[config.mk]
export PLATFORM = sky130hd
export DESIGN_NAME = add_arbiter
export DESIGN_NICKNAME = d
export VERILOG_FILES = /design/src/rtl/add_arbiter_pkg.sv /design/src/rtl/add_arbiter_fa.sv /design/src/rtl/add_arbiter.sv
export SDC_FILE = /design/constraint.sdc
export NUM_CORES = 1
export LEC_CHECK = 0
export CAP_MARGIN = 0
export CORE_UTILIZATION = 65
export DETAILED_ROUTE_END_ITERATION = 10
export DONT_BUFFER_PORTS = 1
export PLACE_DENSITY = 0.81
export SETUP_SLACK_MARGIN = 0.1
export SLEW_MARGIN = 30
export SYNTH_ARGS = -nofsm -noshare
export SYNTH_HDL_FRONTEND = slang
export SYNTH_SLANG_ARGS = --single-unit
[constraint.sdc]
create_clock -name clk -period 39.4 [get_ports clk]
set_input_delay 11.82 -clock clk [delete_from_list [all_inputs] [get_ports clk]]
set_output_delay 11.82 -clock clk [all_outputs]
set_load 0.005 [all_outputs]
[src/rtl/add_arbiter_pkg.sv]
// Shared types and constants for the two-requester add/subtract arbiter.
package add_arbiter_pkg;

    typedef enum logic [1:0] {
        IDLE = 2'd0,
        CALC = 2'd1,
        DONE = 2'd2
    } state_t;

    localparam logic REQ0 = 1'b0;
    localparam logic REQ1 = 1'b1;

endpackage

[src/rtl/add_arbiter_fa.sv]
// N-bit ripple-carry adder: the carry propagates bit by bit from cin to cout.
module FA #(
    parameter int unsigned N = 32
) (
    input  logic [N-1:0] a,
    input  logic [N-1:0] b,
    input  logic         cin,
    output logic [N-1:0] sum,
    output logic         cout
);

    logic carry;

    // Walking one carry variable keeps the ripple chain free of a combinational vector loop.
    always_comb begin
        carry = cin;
        sum   = '0;
        for (int unsigned i = 0; i < N; i++) begin
            sum[i] = a[i] ^ b[i] ^ carry;
            carry  = (a[i] & b[i]) | (carry & (a[i] ^ b[i]));
        end
        cout = carry;
    end

endmodule

[src/rtl/add_arbiter.sv]
// Round-robin arbiter sharing one ripple-carry adder between two requesters;
// each operation runs IDLE (grant) -> CALC (register result) -> DONE (hold until taken).
module add_arbiter
    import add_arbiter_pkg::*;
#(
    parameter int unsigned N = 32
) (
    input  logic         clk,
    input  logic         rst_n,
    input  logic         req0_valid,
    output logic         req0_ready,
    input  logic [N-1:0] req0_a,
    input  logic [N-1:0] req0_b,
    input  logic         req0_sub,
    input  logic         req1_valid,
    output logic         req1_ready,
    input  logic [N-1:0] req1_a,
    input  logic [N-1:0] req1_b,
    input  logic         req1_sub,
    output logic         res_valid,
    input  logic         res_ready,
    output logic [N-1:0] res_sum,
    output logic         res_cout,
    output logic         res_ovf,
    output logic         res_id,
    output logic         busy
);

    state_t       state;
    state_t       state_next;
    logic         last_grant;
    logic         grant_any;
    logic         grant_id;
    logic [N-1:0] op_a;
    logic [N-1:0] op_b;
    logic         op_sub;
    logic         op_id;
    logic [N-1:0] b_eff;
    logic [N-1:0] add_sum;
    logic         add_cout;
    logic         add_ovf;

    // Grant is gated by rst_n so the ready pulses are low for the whole reset, not just after an edge.
    always_comb begin
        grant_any = 1'b0;
        grant_id  = REQ0;
        if (rst_n && state == IDLE) begin
            if (req0_valid && req1_valid) begin
                grant_any = 1'b1;
                grant_id  = ~last_grant;
            end else if (req0_valid) begin
                grant_any = 1'b1;
                grant_id  = REQ0;
            end else if (req1_valid) begin
                grant_any = 1'b1;
                grant_id  = REQ1;
            end
        end
    end

    assign req0_ready = grant_any && (grant_id == REQ0);
    assign req1_ready = grant_any && (grant_id == REQ1);

    always_comb begin
        state_next = state;
        case (state)
            IDLE:    if (grant_any) state_next = CALC;
            CALC:    state_next = DONE;
            DONE:    if (res_ready) state_next = IDLE;
            default: state_next = IDLE;
        endcase
    end

    assign b_eff   = op_sub ? ~op_b : op_b;
    assign add_ovf = (op_a[N-1] == b_eff[N-1]) && (add_sum[N-1] != op_a[N-1]);

    FA #(.N(N)) u_fa (
        .a    (op_a),
        .b    (b_eff),
        .cin  (op_sub),
        .sum  (add_sum),
        .cout (add_cout)
    );

    always_ff @(posedge clk or negedge rst_n) begin
        if (!rst_n) begin
            state      <= IDLE;
            last_grant <= REQ1;
            op_a       <= '0;
            op_b       <= '0;
            op_sub     <= 1'b0;
            op_id      <= REQ0;
            res_sum    <= '0;
            res_cout   <= 1'b0;
            res_ovf    <= 1'b0;
            res_id     <= REQ0;
        end else begin
            state <= state_next;
            if (grant_any) begin
                last_grant <= grant_id;
                op_id      <= grant_id;
                op_a       <= (grant_id == REQ1) ? req1_a   : req0_a;
                op_b       <= (grant_id == REQ1) ? req1_b   : req0_b;
                op_sub     <= (grant_id == REQ1) ? req1_sub : req0_sub;
            end
            if (state == CALC) begin
                res_sum  <= add_sum;
                res_cout <= add_cout;
                res_ovf  <= add_ovf;
                res_id   <= op_id;
            end
        end
    end

    assign res_valid = (state == DONE);
    assign busy      = (state != IDLE);

endmodule

==> out/summary.txt <==
======================================================================================
Largest delay contributor family on the critical path ................... simple AND/OR/NAND/NOR gates
Reg-to-Reg End ..........................................................      res_ovf
First-pass GRT wire length ..............................................     18600 µm
CP Class ................................................................ input port to output pin
Headroom to the max-slew limit ..........................................        36.4%
Net count after synthesis ...............................................          692
Least setup slack across all paths after layout .........................     14510 ps
Post-synth cell types ...................................................           28
CTS H-tree depth ........................................................            3
Startpoint Class ........................................................   input port
Die extent in y .........................................................      96.5 µm
Num rows ................................................................           34
Area of the core ........................................................     8680 µm²
Combined global-route utilization of all metal layers ...................        26.7%
Number of DRC markers in iteration 0 ....................................          181
Area of placed instances ................................................     5760 µm²
Cell depth of the worst hold path .......................................            1
Half-perimeter wire length of the detailed placement result .............      8040 µm
Sequential-to-total area share from yosys stat ..........................        44.8%
Total power draw ........................................................       492 µW
CTS max path bufs .......................................................            2
Pin count of the biggest net entering global routing ....................          107
Weighted congestion reported at the end of routability-driven placement .        0.822
Post-layout instance area ...............................................     5960 µm²
Setup-violating endpoint count in the final report ......................            0
Detailed Route WL .......................................................     11800 µm
Global-route congestion overflow total ..................................            0
Required time reported for the critical path endpoint ...................     27580 ps
Final hold vios .........................................................            0
Cell count along the critical path ......................................            4
Register-to-register setup slack ........................................     25680 ps
Leakage power ...........................................................      2.49 nW
Share of the cycle needed by the critical path after routing ............        63.2%
Transition at the pin with the smallest max-transition slack ............       954 ps
Sum of negative setup slack .............................................         0 ps
Library cell contributing the largest single delay on the critical path . sky130_fd_sc_hd__buf_4
Reg-to-reg critical path startpoint .....................................       op_sub
Clock tree from TritonCTS ...............................................        built
Die Width ...............................................................      96.5 µm
Antenna violations before repair ........................................            1
Initial core utilization ................................................        66.9%
Highest cell delay on the worst timing path .............................       590 ps
Mean post-synth cell area ...............................................     11.1 µm²
Class of the most critical hold timing path ............................. flop to flop
Max-slew violation count ................................................            0
Worst setup path startpoint .............................................        rst_n
Fin crit period .........................................................     24890 ps
Worst clock skew ........................................................      15.0 ps
Layout overhead on the synthesized area .................................        2.67%
Inserted Clock Buffers ..................................................            9
Antenna viol nets, final ................................................            0
Yosys synthesis warning count ...........................................            0
Depth of the most critical reg-to-reg path ..............................           38
Cell at the root of the clock tree ...................................... sky130_fd_sc_hd__clkbuf_8
Number of remaining DRC errors ..........................................            0
Clock transition at path regs ...........................................        90 ps
Cell Area, Synth ........................................................     5810 µm²
Total setup buffers inserted after CTS ..................................            0
Via count of the first global-routing pass ..............................         3801
Status .................................................................. complete, no violations
Setup repair after global routing missed its margin .....................        false
Iteration count of the initial detailed-routing pass ....................            5
Count of input and output buffers .......................................            0
Post-place setup slack ..................................................     14560 ps
Peak clock frequency supported by timing ................................     40.2 MHz
Die Footprint ...........................................................     9320 µm²
Number of nets in the finished design ...................................          662
Peak ir drop on the vdd network .........................................      33.7 µV
Endpoint type of the worst setup path ...................................   output pin
Ordered list of cells on the worst path ................................. nor3b_2 > and3_2 > buf_4 > nor2_1
Maximum fanout encountered on the critical timing path ..................          106
Setup crit end ..........................................................   req0_ready
Number of primary I/O pins ..............................................          174
Total power divided by cell area ........................................  82.4 nW/µm²
Tightest hold margin ....................................................       491 ps
Inserted Diodes .........................................................            0
#FFs+latches synth ......................................................          104
Number of gates resized after cts .......................................            0
Number of hold-repair buffers added at the cts stage ....................            0
Final routed wire length divided by cell count ..........................      19.5 µm
Vias per inst ...........................................................         6.34
Max Cap Violations ......................................................            0
Vias ....................................................................         3852
Number of sinks handled by clock tree synthesis .........................          104
Number of buffers and inverters on the critical path ....................            1
Clock network latency to the later pin of the worst-skew pair ...........       350 ps
Post-synthesis cell count ...............................................          525
Worst Path Arrival ......................................................     13070 ps
Share of final-layout standard cells stronger than drive strength 1 .....        16.2%
======================================================================================
## where the power goes
group	switching, mW	internal, mW
clock network	0.0338	0.0360
registers	0.0390	0.157
logic	0.117	0.108
total	0.190	0.301
## cells by family (layout without fill, tap and decap cells)
logic type / Yosys count / in the layout / synth area share, %
DFF: 104 / 104 / 44.8
muxes: 5 / 5 / 0.948
AOI/OAI and AO/OA: 100 / 100 / 14.4
xor gates and xnor gates: 33 / 33 / 4.98
adders and majority gates: 32 / 32 / 10.9
buffers and inverters: 81 / 56 / 6.79
and+or+nand+nor: 170 / 170 / 17.1
## stage by stage
step / instances / utilization, %
3_3_place_gp: 591 / 66.1
3_5_place_dp: 592 / 66.3
6_report: 608 / 68.7
2_1_floorplan: 525 / -
5_1_grt: 608 / 68.7
4_1_cts: 608 / 68.7
## synthesized netlist by cell type
library cell               instances  area [µm²]
sky130_fd_sc_hd__dfstp_2           1        26.3
sky130_fd_sc_hd__buf_1             2        7.51
sky130_fd_sc_hd__nor3_1           15        75.1
sky130_fd_sc_hd__o21ai_2           1        8.76
sky130_fd_sc_hd__dfrtp_1         103        2580
sky130_fd_sc_hd__mux2_2            4        45.0
sky130_fd_sc_hd__a221o_1          65         651
sky130_fd_sc_hd__o21ai_0          31         155
sky130_fd_sc_hd__and3_1            1        6.26
sky130_fd_sc_hd__or2_2             1        6.26
sky130_fd_sc_hd__buf_6             9         101
sky130_fd_sc_hd__mux2i_1           1        10.0
sky130_fd_sc_hd__clkbuf_1         18        67.6
sky130_fd_sc_hd__xnor2_1          31         272
sky130_fd_sc_hd__fa_1             31         621
sky130_fd_sc_hd__nor3b_2           1        12.5
sky130_fd_sc_hd__nor2b_1           1        6.26
sky130_fd_sc_hd__nor3_2           50         500
sky130_fd_sc_hd__nor2_1            1        3.75
sky130_fd_sc_hd__nand2b_1          2        12.5
sky130_fd_sc_hd__ha_1              1        12.5
sky130_fd_sc_hd__o31ai_1           1        7.51
sky130_fd_sc_hd__buf_2            18        90.1
sky130_fd_sc_hd__xor2_1            2        17.5
sky130_fd_sc_hd__a21o_1            2        15.0
sky130_fd_sc_hd__or3b_1            1        8.76
sky130_fd_sc_hd__inv_1            34         128
sky130_fd_sc_hd__nand2_1          97         364
## layout make-up
type	instances	area (µm²)
clock inverter	3	67.6
timing repair buffer	6	57.6
multi-input combinational	340	2830
clock buffer	13	139
inverter	34	128
fill	644	2720
sequential	104	2610
tap	108	135
## metal layers
metal | global-route usage (%) | vias to the layer above | wire, µm
met2 | 44.7 | 175 | 6010
met4 | 10.4 | 2 | 274
li1 | - | 1764 | -
met3 | 6.96 | 24 | 1060
met1 | 33.3 | 1887 | 4490
met5 | 0 | - | 10
## registers in the layout, summed over array words and instances (netlist names)
| register | cells |
|---|---|
| op_a | 32 |
| op_b | 32 |
| res_sum | 32 |
| state | 2 |
| last_grant | 1 |
| op_id | 1 |
| op_sub | 1 |
| res_cout | 1 |
| res_id | 1 |
| res_ovf | 1 |
## layout by cell type (no fill, tap or decap)
master | Yosys | final
sky130_fd_sc_hd__or2_2 | 1 | 1
sky130_fd_sc_hd__ha_1 | 1 | 1
sky130_fd_sc_hd__o21ai_0 | 31 | 31
sky130_fd_sc_hd__nand2b_2 | 0 | 1
sky130_fd_sc_hd__fa_1 | 31 | 31
sky130_fd_sc_hd__a221o_1 | 65 | 65
sky130_fd_sc_hd__bufinv_16 | 0 | 2
sky130_fd_sc_hd__clkbuf_1 | 18 | 4
sky130_fd_sc_hd__clkbuf_8 | 0 | 9
sky130_fd_sc_hd__a21o_1 | 2 | 2
sky130_fd_sc_hd__buf_12 | 0 | 1
sky130_fd_sc_hd__nor3b_2 | 1 | 1
sky130_fd_sc_hd__dfstp_2 | 1 | 1
sky130_fd_sc_hd__and3_2 | 0 | 1
sky130_fd_sc_hd__nor3_2 | 50 | 50
sky130_fd_sc_hd__dfrtp_1 | 103 | 102
sky130_fd_sc_hd__nand2b_1 | 2 | 1
sky130_fd_sc_hd__o21ai_4 | 0 | 1
sky130_fd_sc_hd__xor2_1 | 2 | 2
sky130_fd_sc_hd__clkinvlp_4 | 0 | 1
sky130_fd_sc_hd__xnor2_1 | 31 | 31
sky130_fd_sc_hd__inv_1 | 34 | 34
sky130_fd_sc_hd__or3b_4 | 0 | 1
sky130_fd_sc_hd__mux2_2 | 4 | 4
sky130_fd_sc_hd__buf_4 | 0 | 5
sky130_fd_sc_hd__mux2i_1 | 1 | 1
sky130_fd_sc_hd__o31ai_1 | 1 | 1
sky130_fd_sc_hd__dfrtp_2 | 0 | 1
sky130_fd_sc_hd__nand2_1 | 97 | 97
sky130_fd_sc_hd__nor3_1 | 15 | 15
sky130_fd_sc_hd__nor2b_4 | 0 | 1
sky130_fd_sc_hd__nor2_1 | 1 | 1
## how the worst min path moves through the flow
stage | from | endpoint | slack [ps]
2_1_floorplan | op_id | op_id | 450
3_3_place_gp | op_id | op_id | 450
3_5_place_dp | op_id | op_id | 470
4_1_cts | op_id | op_id | 490
5_1_grt | op_id | op_id | 510
6_report | op_id | op_id | 490
No activity file was read; power rests on OpenSTA's default activity.
